`config.mk`:
```
export PLATFORM = sky130hd
export DESIGN_NAME = decade_tick_chain
export DESIGN_NICKNAME = d
export VERILOG_FILES = /design/src/rtl/decade_tick_pkg.sv /design/src/rtl/tick_div_stage.sv /design/src/rtl/decade_tick_chain.sv
export SDC_FILE = /design/constraint.sdc
export NUM_CORES = 1
export LEC_CHECK = 0
export CORE_MARGIN = 5
export CORE_UTILIZATION = 30
export DETAILED_ROUTE_END_ITERATION = 12
export SYNTH_ARGS = -nofsm -noshare
export SYNTH_HDL_FRONTEND = slang
export SYNTH_SLANG_ARGS = --single-unit
```
`constraint.sdc`:
```
create_clock -name clock -period 3.1 [get_ports clock]
set_input_delay 0.31 -clock clock [delete_from_list [all_inputs] [get_ports clock]]
set_output_delay 0.31 -clock clock [all_outputs]
set_load 0.01 [all_outputs]
```
`src/rtl/decade_tick_pkg.sv`:
```
// Shared constants, stage names and sizing helper for the decade tick cascade.
package decade_tick_pkg;

    localparam int DEF_PRE_DIV    = 40;
    localparam int DEF_STAGE_DIV  = 10;
    localparam int DEF_NUM_STAGES = 7;

    // Stage indices for the default 40 MHz build.
    typedef enum logic [2:0] {
        STG_1MHZ   = 3'd0,
        STG_100KHZ = 3'd1,
        STG_10KHZ  = 3'd2,
        STG_1KHZ   = 3'd3,
        STG_100HZ  = 3'd4,
        STG_10HZ   = 3'd5,
        STG_1HZ    = 3'd6
    } stage_e;

    // Width of a stage selector; a single-stage chain still needs one bit.
    function automatic int sel_width(input int n);
        return (n > 1) ? $clog2(n) : 1;
    endfunction

endpackage

```
`src/rtl/tick_div_stage.sv`:
```
// One modulo-N divide stage: advances on an input strobe, emits a carry strobe,
// a registered one-cycle tick and (with DECADE_TICK_SQ_EN) a registered 50% square wave.
module tick_div_stage #(
    parameter int N = 10
) (
    input  logic clock,
    input  logic reset,
    input  logic clear,
    input  logic advance,
    output logic carry,
    output logic tick,
    output logic sq
);

    localparam int CW = (N > 1) ? $clog2(N) : 1;
    localparam logic [CW-1:0] LAST = CW'(N - 1);

    logic [CW-1:0] cnt;

    // Combinational so that every stage that wraps on the same clock carries together.
    assign carry = advance && (cnt == LAST);

    // NOTE: state registers use non-blocking assignments so every flop samples
    // pre-edge values; blocking here would create order-dependent simulation.
    always_ff @(posedge clock) begin
        if (reset || clear) begin
            cnt  <= '0;
            tick <= 1'b0;
        end else begin
            tick <= carry;
            if (advance) begin
                cnt <= (cnt == LAST) ? '0 : cnt + 1'b1;
            end
        end
    end

`ifdef DECADE_TICK_SQ_EN
    localparam logic [CW-1:0] HALF = CW'(N / 2 - 1);

    always_ff @(posedge clock) begin
        if (reset || clear) begin
            sq <= 1'b0;
        end else if (advance && (cnt == HALF || cnt == LAST)) begin
            sq <= ~sq;
        end
    end
`else
    assign sq = 1'b0;
`endif

endmodule

```
`src/rtl/decade_tick_chain.sv`:
```
// Fully synchronous prescaler cascade with one runtime-programmable channel.
// Square-wave outputs are generated only when DECADE_TICK_SQ_EN is defined.
module decade_tick_chain
    import decade_tick_pkg::*;
#(
    parameter int PRE_DIV    = DEF_PRE_DIV,
    parameter int STAGE_DIV  = DEF_STAGE_DIV,
    parameter int NUM_STAGES = DEF_NUM_STAGES,
    parameter int PROG_W     = 16
) (
    input  logic                               clock,
    input  logic                               reset,
    input  logic                               enable,
    input  logic                               clear,
    output logic [NUM_STAGES-1:0]              tick,
    output logic [NUM_STAGES-1:0]              sq,
    input  logic [PROG_W-1:0]                  prog_div,
    input  logic [sel_width(NUM_STAGES)-1:0]   prog_sel,
    input  logic                               prog_load,
    output logic                               prog_busy,
    output logic                               prog_tick,
    output logic                               prog_sq
);

    localparam int SEL_W = sel_width(NUM_STAGES);

    logic [NUM_STAGES-1:0] strobe;

    for (genvar k = 0; k < NUM_STAGES; k++) begin : g_stage
        if (k == 0) begin : g_first
            tick_div_stage #(.N(PRE_DIV)) u_stage (
                .clock   (clock),
                .reset   (reset),
                .clear   (clear),
                .advance (enable),
                .carry   (strobe[k]),
                .tick    (tick[k]),
                .sq      (sq[k])
            );
        end else begin : g_rest
            tick_div_stage #(.N(STAGE_DIV)) u_stage (
                .clock   (clock),
                .reset   (reset),
                .clear   (clear),
                .advance (strobe[k-1]),
                .carry   (strobe[k]),
                .tick    (tick[k]),
                .sq      (sq[k])
            );
        end
    end

    logic [PROG_W-1:0] div_q, pend_div, pc;
    logic [SEL_W-1:0]  sel_q, pend_sel;
    logic              src, stopped, wrap, commit, load_ok;

    // A selector beyond the last stage simply never strobes.
    assign src     = (int'(sel_q) < NUM_STAGES) ? strobe[sel_q] : 1'b0;
    assign stopped = (div_q == '0);
    assign wrap    = src && !stopped && (pc == div_q - 1'b1);
    assign commit  = prog_busy && (stopped || wrap);
    assign load_ok = prog_load && !prog_busy;

    always_ff @(posedge clock) begin
        if (reset) begin
            div_q     <= '0;
            sel_q     <= '0;
            pend_div  <= '0;
            pend_sel  <= '0;
            prog_busy <= 1'b0;
            pc        <= '0;
            prog_tick <= 1'b0;
        end else begin
            if (load_ok) begin
                pend_div  <= prog_div;
                pend_sel  <= prog_sel;
                prog_busy <= 1'b1;
            end
            // Realign keeps the divisor and any pending request, only the phase restarts.
            if (clear) begin
                pc        <= '0;
                prog_tick <= 1'b0;
            end else begin
                prog_tick <= wrap;
                if (commit) begin
                    div_q     <= pend_div;
                    sel_q     <= pend_sel;
                    pc        <= '0;
                    prog_busy <= 1'b0;
                end else if (src && !stopped) begin
                    pc <= wrap ? '0 : pc + 1'b1;
                end
            end
        end
    end

`ifdef DECADE_TICK_SQ_EN
    logic [PROG_W-1:0] half;
    logic              sq_hit;

    // For D = 1 the half point does not exist and only the wrap toggles.
    assign half   = div_q >> 1;
    assign sq_hit = src && !stopped &&
                    ((half != '0 && pc == half - 1'b1) || pc == div_q - 1'b1);

    always_ff @(posedge clock) begin
        if (reset || clear) begin
            prog_sq <= 1'b0;
        end else if (commit) begin
            prog_sq <= 1'b0;
        end else if (sq_hit) begin
            prog_sq <= ~prog_sq;
        end
    end
`else
    assign prog_sq = 1'b0;
`endif

endmodule

```
After elaboration in Yosys (flattened, before gate mapping):

Cells that the tools add are included.

* magnitude comparators: 2
* bitwise logic cells: 1
* add/sub/neg operators: 9
* muxes and demuxes: 14
* equal/unequal tests: 8
* reductions and logical operators: 19

Operators with widths (number)
* $add 4x1->4 const B: 6
* $eq 4x4->1 const B: 6
* $mux 4: 6
* $add 16x1->16 const B: 1
* $eq 16x16->1: 1
* $logic_not 16->1: 1
* $mux 16: 1
* $sub 16x1->16 const B: 1
* $logic_and 1x1->1: 11
* $add 6x1->6 const B: 1
* $eq 6x6->1 const B: 1
* $mux 6: 1
* $mux 1: 5
* $lt 3x4->1 const B: 1
* $bmux 1 s3: 1
* $lt 3x3->1 const B: 1
* $reduce_or 3->1: 1
* $logic_not 1->1: 2
* $logic_or 1x1->1: 2
* $reduce_and 2->1: 1
* $reduce_or 2->1: 1
* $not 1->1: 1

* logic and storage cells: 74
* bits of input ports: 24
* register bits: 93
* output and inout bits: 17

Depth between registers and ports, before layout:

* word-level depth: 17
* depth in mapped cells: 12
* depth with buffers taken out: 9

By module:

Synthesis repeated with hierarchy kept, for this count alone.

* cell total of the unflattened synthesis: 540
* area, all modules: 4698.3 µm²

By module, submodules not included
* decade_tick_chain: area an instance 3010.4 µm², sequential area each 1121.1 µm², times used 1, cells an instance 350
* tick_div_stage (g_stage[1].g_rest.u_stage ...): area an instance 227.7 µm², sequential area each 100.1 µm², times used 6, cells an instance 26
* tick_div_stage (g_stage[0].g_first.u_stage): area an instance 321.6 µm², sequential area each 140.1 µm², times used 1, cells an instance 34

Worst setup path before layout:

No wires, ideal clock.

* kind: reg2reg
* start point: reg div_q[0]
* end point: reg div_q[0]
* buffers on the path: 2
* required time: 3.028 ns
* data arrival time: 2.764 ns
* setup slack: 0.265 ns
* cell stages (with the launch flop): 11
* library setup time: 0.072 ns
* clock period less this slack: 2.835 ns
* path through: dfxtp_1 -> buf_6 -> inv_1 -> ha_1 -> or3b_2 -> or3_1 -> o31ai_1 -> or2b_4 -> o41ai_4 -> buf_6 -> mux2i_1

* word-level cells in the longest chain between the ends: 7
* elaborated cells on any way between the ends: 9
* classes of those cells: 1 x add/sub; 1 x eq/ne; 7 x reduce/logical

RTL lines
* from (decl): line decade_tick_chain.sv:53 `logic [PROG_W-1:0] div_q, pend_div, pc;`
* from (signal assigned): line decade_tick_chain.sv:86 `div_q <= pend_div;`
* branches (longest 4 deep; another with $sub 16x1->16)
* $logic_or 1x1->1 (*): line decade_tick_chain.sv:61 `assign commit = prog_busy && (stopped || wrap);`
* $logic_and 1x1->1 (*): line decade_tick_chain.sv:61
* $reduce_and 2->1 (no source line) (*)

Every way passes the cells marked *.
A chain may end at the register's enable or synchronous reset.

Worst setup path in the final report:

* start point: reg div_q[2]
* end point: reg div_q[4]

Same word-level chain as after synthesis.

==> impl_summary.txt <==
----------------------------------------------------
[Floorplanning]
  Count of standard-cell rows ... 46
  Die area ... 0.01861 mm^2
  Core area ... 0.01577 mm^2
  Height of the die ... 136.4 um
  Number of primary I/O pins ... 41
  Die Span X ... 136.4 um
  Initial cell density of the core ... 30.41%

[Logic synthesis]
  Share of the yosys chip area belonging to registers ... 38.82%
  Top FF cell, synth ... sky130_fd_sc_hd__dfxtp_1
  Dominant cell type by area after synthesis ... sky130_fd_sc_hd__dfxtp_1
  Cells taking the most area after synthesis ... sky130_fd_sc_hd__dfxtp_1, sky130_fd_sc_hd__xnor2_1, sky130_fd_sc_hd__nand2b_1
  Top-area cell type share of the netlist area ... 38.82%
  Yosys cell types ... 60
  Yosys warning count ... 0
  Mean Syn Cell Area ... 8.549 um^2
  Async set-or-reset flop fraction in the synthesized netlist ... 0%
  Post-synth EDFFs ... 0
  Number of standard cells after synthesis ... 561
  Mapped Area ... 0.004796 mm^2
  #FFs+latches synth ... 93
  Most used standard cell by instance count after synthesis ... sky130_fd_sc_hd__dfxtp_1
  Top cells by instance count after synthesis ... sky130_fd_sc_hd__dfxtp_1, sky130_fd_sc_hd__nand2_1, sky130_fd_sc_hd__nor2_1

[Clock network]
  Total number of clock tree sinks ... 93
  Buffer type at the clock tree root ... sky130_fd_sc_hd__clkbuf_16
  H-Tree Depth ... 3
  CTS tree ... done
  Insertion delay to the later sink of the worst-skew pair ... 340 ps
  Hold_buf cts ... 0
  Deepest clock path buffer count ... 2
  Clock slew at reported path FFs ... 60 ps
  TritonCTS Buffers ... 9

[STA]
  Setup TNS Final ... 0 ps
  Worst slew pin tran ... 676.8 ps
  Highest attainable clock frequency ... 354.3 MHz
  Slew HR ... 54.88%
  Fin crit share ... 91.04%
  Number of failing hold endpoints at the final stage ... 0
  Number of endpoints failing setup at the final stage ... 0
  Final period demand of the worst path ... 2822 ps
  Slew Viols, Final ... 0
  Post-route worst setup slack ... 277.9 ps
  Maximum clock skew at final layout ... 7.310 ps
  Unrepaired setup endpoints after global routing ... false

[Final layout]
  Share of post-route cells with drive strength above 1 ... 6.768%
  ANT cells ... 0
  Area grow syn2layout ... 16.12%
  Net count, final ... 614
  Post-layout util ... 35.31%

[Placement]
  Final HPWL from detailed placement ... 7400 um
  Setup Slack @ Placement ... 230.1 ps
  PortBufs ... 32
  Global placement routability congestion ... 0.8152

[Routing]
  Post-detailed-route via-to-cell ratio ... 4.727
  Number of vias in the routed layout ... 3,815
  Remaining DRCs ... 0
  Number of DRC markers in iteration 0 ... 169
  Overall routed net length ... 10,060 um
  TritonRoute pass-1 iters ... 4
  Post-detailed-route count of antenna-violating nets ... 0
  Average routed wire per standard cell ... 12.46 um

[Global route]
  First-pass GRT wire length ... 17,350 um
  Global route overflow ... 0
  Antenna violations before repair ... 0
  All-Layer GR Usage ... 11.28%
  Vias in the first global route ... 3,707
  Pin count of the biggest net entering global routing ... 60

[Worst setup path]
  Data arrival time of the critical path ... 3090 ps
  Type of the setup path with the least slack ... reg2reg
  Data required time of the critical path ... 3370 ps
  Worst stage delay on the critical path ... 540 ps
  Maximum net fanout on the critical path ... 20
  Series of cell instances along the critical path ... or3_1 > nor4_1 > o21ai_0 > a22oi_1 > nand4b_4 > o41ai_4 > buf_12 > mux2i_1
  Category of the worst setup path launch point ... register
  Max stage delay cell, worst path ... sky130_fd_sc_hd__or3_1
  Category of the worst setup path capture point ... register

[Pwr]
  Static leakage ... 1.927 nW
  Power density over the cells ... 443.3 mW/mm^2
  Peak supply drop ... 0.2220 mV

[Status]
  Outcome ... complete, no violations

[Hold path]
  Class of the worst hold path ... reg2reg

[Run]
  Max-cap check violation count ... 0

----------------------------------------------------
==> timing repair <==
item | 4_1_cts | 5_1_grt
gates resized for setup | 0 | 1
buffers inserted | 0 | 0
endpoints found under the setup margin | 0 | 4
==> flip-flops by register name, indices dropped and copies added, names as in the netlist <==
register	flops
div_q	16
g_stage.g_first.u_stage.tick	1
g_stage.g_first.u_stage.cnt	6
pend_div	16
g_stage.g_rest.u_stage.cnt	24
g_stage.g_rest.u_stage.tick	6
prog_busy	1
prog_tick	1
pend_sel	3
sel_q	3
pc	16
==> final timing paths <==
kind | from | to | slack (ps) | cells past startpoint
worst min register to register | pend_div[9] | pend_div[9] | 450 | 2
worst min-delay path | pend_div[9] | pend_div[9] | 450 | 2
worst max register to register | div_q[2] | div_q[4] | 280 | 8
worst max-delay path | div_q[2] | div_q[4] | 280 | 8
==> final cells by class <==
cell class	instances	area [um^2]
flip-flops and latches	93	1862
multi-input cells	427	2701
repair buffers	45	430.4
inverters	10	37.54
clock inverters	5	35.03
well taps	216	270.3
fillers	1630	10200
clock buffers	11	232.7
==> routing by layer <==
metal | track usage, % | up-vias | share of wire (%)
met2 | 18.19 | 56 | 45
met4 | 3.863 | 0 | 1.4
li1 | - | 1970 | -
met3 | 2.591 | 9 | 3.4
met1 | 14.85 | 1780 | 50
met5 | 0 | - | 0
==> cells by family (layout without fill, tap and decap cells) <==
kind of cell | after synthesis | in the layout | synth area share [%]
multiplexers | 23 | 23 | 4.800
AO/OA/AOI/OAI | 79 | 79 | 10.83
AND/OR/NAND/NOR | 266 | 266 | 30.34
XOR/XNOR | 47 | 47 | 8.583
flip-flops | 93 | 93 | 38.82
adder cells (fa/ha/maj) | 4 | 4 | 1.044
other | 1 | 8 | 0.07819
buffers and inverters | 48 | 71 | 5.505
==> metrics by stage <==
stage	cells	hold slack, ps	area, um^2	power [mW]
detailed placement	791	449.2	5296	1.486
finish	807	453.8	5569	2.469
floorplan	568	436.8	4822	1.424
global placement	791	445.0	5296	1.480
CTS	807	457.7	5564	2.502
global route	807	476.5	5569	2.579
==> cells in the final DEF (no fill, tap or decap), types with 4 or more instances in the layout <==
master                            count
sky130_fd_sc_hd__mux2i_1             23
sky130_fd_sc_hd__a21boi_0             5
sky130_fd_sc_hd__nor3_1              24
sky130_fd_sc_hd__conb_1               8
sky130_fd_sc_hd__and3_1               4
sky130_fd_sc_hd__nand3_1             10
sky130_fd_sc_hd__nor4_1              14
sky130_fd_sc_hd__a21oi_1             34
sky130_fd_sc_hd__clkdlybuf4s50_1     32
sky130_fd_sc_hd__nor2_1              51
sky130_fd_sc_hd__nand2_1             56
sky130_fd_sc_hd__inv_1               10
sky130_fd_sc_hd__nor2b_1             12
sky130_fd_sc_hd__xnor2_1             32
sky130_fd_sc_hd__buf_4               12
sky130_fd_sc_hd__xor2_1              15
sky130_fd_sc_hd__dfxtp_1             93
sky130_fd_sc_hd__o21ai_0             18
sky130_fd_sc_hd__nand2b_1            44
sky130_fd_sc_hd__nand4_1              9
sky130_fd_sc_hd__clkbuf_16            9
sky130_fd_sc_hd__ha_1                 4
sky130_fd_sc_hd__or3_1                7
sky130_fd_sc_hd__nor3b_1              8
==> critical path: cells and delay by family, from the launching register on <==
kind | cells | cell delay [ps]
compound gates | 3 | 980
buf+inv | 1 | 230
flops | 1 | 370
mux | 1 | 190
simple gates | 3 | 960
==> report_power, final <==
part / leakage, nW / total [mW] / switching [mW] / internal, mW
combinational: 1.04 / 0.226 / 0.118 / 0.108
clock: 0.130 / 1.01 / 0.463 / 0.546
sequential: 0.753 / 1.23 / 0.0178 / 1.22
total: 1.93 / 2.47 / 0.598 / 1.87
Note: power is estimated with default switching activity, not from simulation.
